===== config.mk =====
export PLATFORM = sky130hd
export DESIGN_NAME = ls_mem_ctrl
export DESIGN_NICKNAME = d
export VERILOG_FILES = /design/src/rtl/ls_mem_ctrl.sv
export SDC_FILE = /design/constraint.sdc
export NUM_CORES = 1
export LEC_CHECK = 0
export ABC_CLOCK_PERIOD_IN_PS = 5300
export CORE_ASPECT_RATIO = 2
export CORE_UTILIZATION = 47
export CTS_CLUSTER_DIAMETER = 100
export DETAILED_ROUTE_END_ITERATION = 10
export PLACE_DENSITY = 0.84
export SYNTH_ARGS = -nofsm -noshare
export SYNTH_HDL_FRONTEND = slang
export SYNTH_SLANG_ARGS = --single-unit

===== constraint.sdc =====
create_clock -name clk_in -period 5.3 [get_ports clk_in]
set_clock_uncertainty 0.15 [all_clocks]
set_input_delay 0.795 -clock clk_in [delete_from_list [all_inputs] [get_ports clk_in]]
set_output_delay 0.795 -clock clk_in [all_outputs]
set_load 0.01 [all_outputs]

===== src/rtl/ls_mem_ctrl.sv =====
// ls_mem_ctrl: MEM-stage load/store bus controller, one outstanding access at a time.
//   clk_in, reset_in                  clock and synchronous active-high reset
//   req_valid/req_rdy, req_is_st,     load/store request from the MEM stage
//   ls_addr, st_data, size, mis, zero_ext
//   rsp_valid/rsp_rdy, rsp_ld_data,   response to the MEM->WB path
//   rsp_mis, rsp_fault
//   mem_req, mem_rw, mem_addr,        data-bus request, held until mem_ack
//   mem_wr_data, mem_be
//   mem_ack, mem_err, mem_rd_data     data-bus completion
module ls_mem_ctrl #(
    parameter int PC_SZ   = 32,
    parameter int TIMEOUT = 255
) (
    input  logic             clk_in,
    input  logic             reset_in,
    input  logic             req_valid,
    output logic             req_rdy,
    input  logic             req_is_st,
    input  logic [PC_SZ-1:0] ls_addr,
    input  logic [31:0]      st_data,
    input  logic [2:0]       size,
    input  logic             mis,
    input  logic             zero_ext,
    output logic             rsp_valid,
    input  logic             rsp_rdy,
    output logic [31:0]      rsp_ld_data,
    output logic             rsp_mis,
    output logic             rsp_fault,
    output logic             mem_req,
    output logic             mem_rw,
    output logic [PC_SZ-1:0] mem_addr,
    output logic [31:0]      mem_wr_data,
    output logic [3:0]       mem_be,
    input  logic             mem_ack,
    input  logic             mem_err,
    input  logic [31:0]      mem_rd_data
);
    localparam int TW = $clog2(TIMEOUT + 1);

    typedef enum logic [1:0] {IDLE, BUS, RESP} state_t;

    state_t        state, state_n;
    logic [TW-1:0] timer;
    logic          is_st, zx;
    logic [1:0]    sz, sz_n;
    logic [1:0]    off;
    logic [3:0]    be_n;
    logic [31:0]   wr_n, sh, ld_ext;
    logic          timeout;

    // sz encoding: 0 = byte, 1 = half, 2 = word (any unrecognised size is a word)
    always_comb begin
        sz_n    = size == 3'd1 ? 2'd0 : size == 3'd2 ? 2'd1 : 2'd2;
        be_n    = sz_n == 2'd0 ? 4'b0001 << ls_addr[1:0] :
                  sz_n == 2'd1 ? 4'b0011 << ls_addr[1:0] : 4'b1111;
        wr_n    = sz_n == 2'd0 ? {4{st_data[7:0]}} :
                  sz_n == 2'd1 ? {2{st_data[15:0]}} : st_data;
        sh      = mem_rd_data >> {off, 3'b000};
        ld_ext  = sz == 2'd0 ? {{24{~zx & sh[7]}}, sh[7:0]} :
                  sz == 2'd1 ? {{16{~zx & sh[15]}}, sh[15:0]} : sh;
        timeout = timer == TW'(TIMEOUT - 1);
        state_n = state;
        case (state)
            IDLE:    state_n = req_valid ? (mis ? RESP : BUS) : IDLE;
            BUS:     state_n = (mem_ack || timeout) ? RESP : BUS;
            RESP:    state_n = rsp_rdy ? IDLE : RESP;
            default: state_n = IDLE;
        endcase
    end

    // Handshake outputs are registered from the next state so they change with it.
    always_ff @(posedge clk_in) begin
        if (reset_in) begin
            state       <= IDLE;
            timer       <= '0;
            req_rdy     <= 1'b1;
            mem_req     <= 1'b0;
            rsp_valid   <= 1'b0;
            mem_rw      <= 1'b0;
            mem_addr    <= '0;
            mem_wr_data <= '0;
            mem_be      <= '0;
            rsp_ld_data <= '0;
            rsp_mis     <= 1'b0;
            rsp_fault   <= 1'b0;
            is_st       <= 1'b0;
            zx          <= 1'b0;
            sz          <= '0;
            off         <= '0;
        end else begin
            state     <= state_n;
            req_rdy   <= state_n == IDLE;
            mem_req   <= state_n == BUS;
            rsp_valid <= state_n == RESP;
            timer     <= state == BUS ? timer + 1'b1 : '0;
            if (state == IDLE && req_valid) begin
                rsp_mis     <= mis;
                rsp_fault   <= 1'b0;
                rsp_ld_data <= '0;
                is_st       <= req_is_st;
                zx          <= zero_ext;
                sz          <= sz_n;
                off         <= ls_addr[1:0];
                if (!mis) begin
                    mem_rw      <= req_is_st;
                    mem_addr    <= {ls_addr[PC_SZ-1:2], 2'b00};
                    mem_be      <= be_n;
                    mem_wr_data <= wr_n;
                end
            end
            // An ack in the final timer cycle still wins over the timeout.
            if (state == BUS && mem_ack) begin
                rsp_fault   <= mem_err;
                rsp_ld_data <= (mem_err || is_st) ? '0 : ld_ext;
            end else if (state == BUS && timeout) begin
                rsp_fault <= 1'b1;
            end
        end
    end
endmodule

==> qor.txt <==
mapped cell area = 5238 um2
post-DR wirelength/cell = 18.20 um
worst hold endpoint = mem_rw$_SDFFE_PP0P_
final WL = 16670 um
CP arrival = 3.20 ns
top-area cell type share of the netlist area = 45.87%
CTS Buf Count = 17
FF-to-FF setup slack = 2.63 ns
drt first pass iters = 6
share of layout cells above drive strength 1 = 8.129%
Gate Count Post-Synth = 573
I/O pin count = 214
die area = 11600 um2
Reg2Reg Depth = 5
Placer Congestion = 0.8408
Post-Syn Area per Cell = 9.141 um2
Routed Antenna Nets = 0
Hold Crit Class = reg -> reg
Final Hold Fails = 0
power per cell area = 327.2 nW/um2
Adder-Cell Fraction of Synth Area = 1.433%
DR vias/cell = 5.652
post-synth top area cell = dfxtp_1
part of the power in registers = 37.5%
CP Launch Type = input port
Post-synth EDFFs = 0
Max Slew Vio Count = 0
Reg-to-Reg Start = state[0]$_SDFF_PP0_
Comb pwr share = 14.7%
hpwl dp = 11760 um
Worst Setup End Kind = register
Worst Path Required = 5.41 ns
TNS Setup = 0 ns
Achievable Freq = 0.3232 GHz
Crit Path Max Fanout = 24
antenna violations before repair = 0
MaxCap Viol Count = 0
switching part of the total = 23.73%
htree depth = 4
Critical Setup Path Class = in -> reg
total congestion overflow = 0
RSZ-0062 raised after global routing = no
later-pin clock latency in the skew report = 0.41 ns
Synth-to-Final Area Change = 52.82%
Post-Place Cells = 883
Hold Path Origin = mem_rw$_SDFFE_PP0P_
main combinational cell family by area after synthesis = compound AO/OA/AOI/OAI gates
Multi-input gate area = 2614 um2
Peak supply drop = 272.5 uV
residual DRC count = 0
Int Pwr = 1997 uW
CTS root buffer = clkbuf_16
Initial Util = 48.15%
Row Count = 54
pin count of the biggest net entering global routing = 86
fin nets = 876
Clock Tree Buf Depth = 2
share of synthesized flip-flops with an asynchronous set or reset = 0%
Compound-Gate Fraction of Synth Area = 22.58%
Post-CTS Setup Bufs = 0
Synth Area in Simple Gates = 15.36%
Die H = 151.3 um
commonest cells after routing, fill and taps aside = clkdlybuf4s50_1 (210), dfxtp_1 (120), nand2_1 (87), a21oi_1 (50), nor2_1 (48)
# resized after CTS = 0
CTS tree = done
CORE AREA = 10880 um2
commonest non-fill, non-tap cell in the layout = clkdlybuf4s50_1
Hold Slack = 0.3062 ns
sequential cell area = 2402 um2
Synth warnings = 0
Filler cells = 790
mux cell area share after synthesis = 9.556%
post-synthesis sequential area ratio = 45.87%
Tmin final = 3.094 ns
top cells by area, synth = dfxtp_1 (46%), nand2_1 (6.2%), a21oi_1 (4.8%)
Util after Layout = 73.58%
vias in the first global route = 5220
post-synth cell types = 54
period utilization = 58.38%
hold-critical path depth = 2
reg-to-reg endpoint = mem_wr_data[24]$_SDFFE_PP0P_
clock sink count = 120
Synth Area in XOR/XNOR = 0.6689%
Setup-failing EPs final = 0
status = finished clean
sw power = 621.3 uW
Relative slew margins = 44.73%
CTS Hold Bufs = 0
Worst-path clk slew = 0.05 ns
Die X = 76.65 um
via count = 5177
DR iter-0 viols = 293
post-synthesis register bit count = 120
Port Buffers = 211
Clk pwr share = 47.8%
fin cells = 916
Total GRT Usage = 28.71%
main flop type after synthesis = dfxtp_1
Lkg Pwr = 0.002813 uW
worst slew pin tran = 0.8291 ns
wire length of the first global-routing pass = 25560 um
==> logic make-up (layout without fill, tap and decap cells) <==
family,count (synthesis),in the layout
adders and majority gates,6,6
AOI/OAI and AO/OA,177,177
buffers and inverters,51,252
muxes,39,39
other,1,3
and+or+nand+nor,175,175
xor gates and xnor gates,4,4
DFF,120,120
==> power groups by stage <==
stage | Combinational (uW) | Clock, uW | Sequential, uW
finish | 384 | 1250 | 982
global route | 412 | 1310 | 986
detailed placement | 380 | 0 | 999
global placement | 374 | 0 | 997
floorplan | 169 | 0 | 1000
CTS | 384 | 1270 | 981
==> state kept, by name (all words and copies together), names as in the netlist, 2 cells and up <==
register,cells
timer,8
off,2
mem_be,4
mem_addr,30
state,2
mem_wr_data,32
rsp_ld_data,32
sz,2
==> through the flow <==
stage	area, um2	total power, uW	worst slack (ns)
after floorplan	5241	1173	3.104
after global placement	7357	1371	1.853
after detailed placement	7357	1379	1.829
after CTS	8001	2635	2.229
after global routing	8001	2707	2.150
final	8004	2619	2.206
==> area by class of cell <==
type | instances | area share, %
diodes | 1 | 0.03126
clock buffers | 20 | 5.581
clock inverters | 12 | 2.470
inverters | 3 | 0.1407
multi-input cells | 403 | 32.66
flip-flops and latches | 120 | 30.01
well taps | 140 | 2.189
repair buffers | 217 | 26.92
==> worst max path at each step <==
stage	slack, ns	depth (start not counted)	startpoint	end
after global placement	1.85	6	mis	mem_wr_data[24]$_SDFFE_PP0P_
final	2.21	6	mis	mem_wr_data[24]$_SDFFE_PP0P_
after CTS	2.23	6	mis	mem_wr_data[24]$_SDFFE_PP0P_
after detailed placement	1.83	6	mis	mem_wr_data[24]$_SDFFE_PP0P_
after global routing	2.15	6	mis	mem_wr_data[24]$_SDFFE_PP0P_
after floorplan	3.10	7	reset_in	rsp_ld_data[20]$_SDFFE_PP0P_
==> Yosys cell counts (9+ instances only) <==
master and number:
a211oi_1 19, a21oi_1 50, a22oi_1 24, a311oi_1 10, buf_2 13, clkbuf_1 29, dfxtp_1 120, mux2i_1 23
nand2_1 87, nor2_1 48, nor3b_1 9, o21ai_0 21, o21bai_1 23, o22ai_1 9
==> layer usage <==
metal	global-route usage [%]	vias up	part of all wire, %
met5	0	-	0
met4	15.10	0	2.8
met3	8.976	31	6.8
met2	54.55	224	56
met1	27.16	2483	34
li1	-	2439	-
==> critical path: stages <==
cell	delay (ns)
clkdlybuf4s50_1	0.49
or4b_1	0.95
buf_4	0.38
nor2_2	0.35
o2bb2ai_1	0.17
nor3_1	0.06
Power figures use the tool's default switching activity.
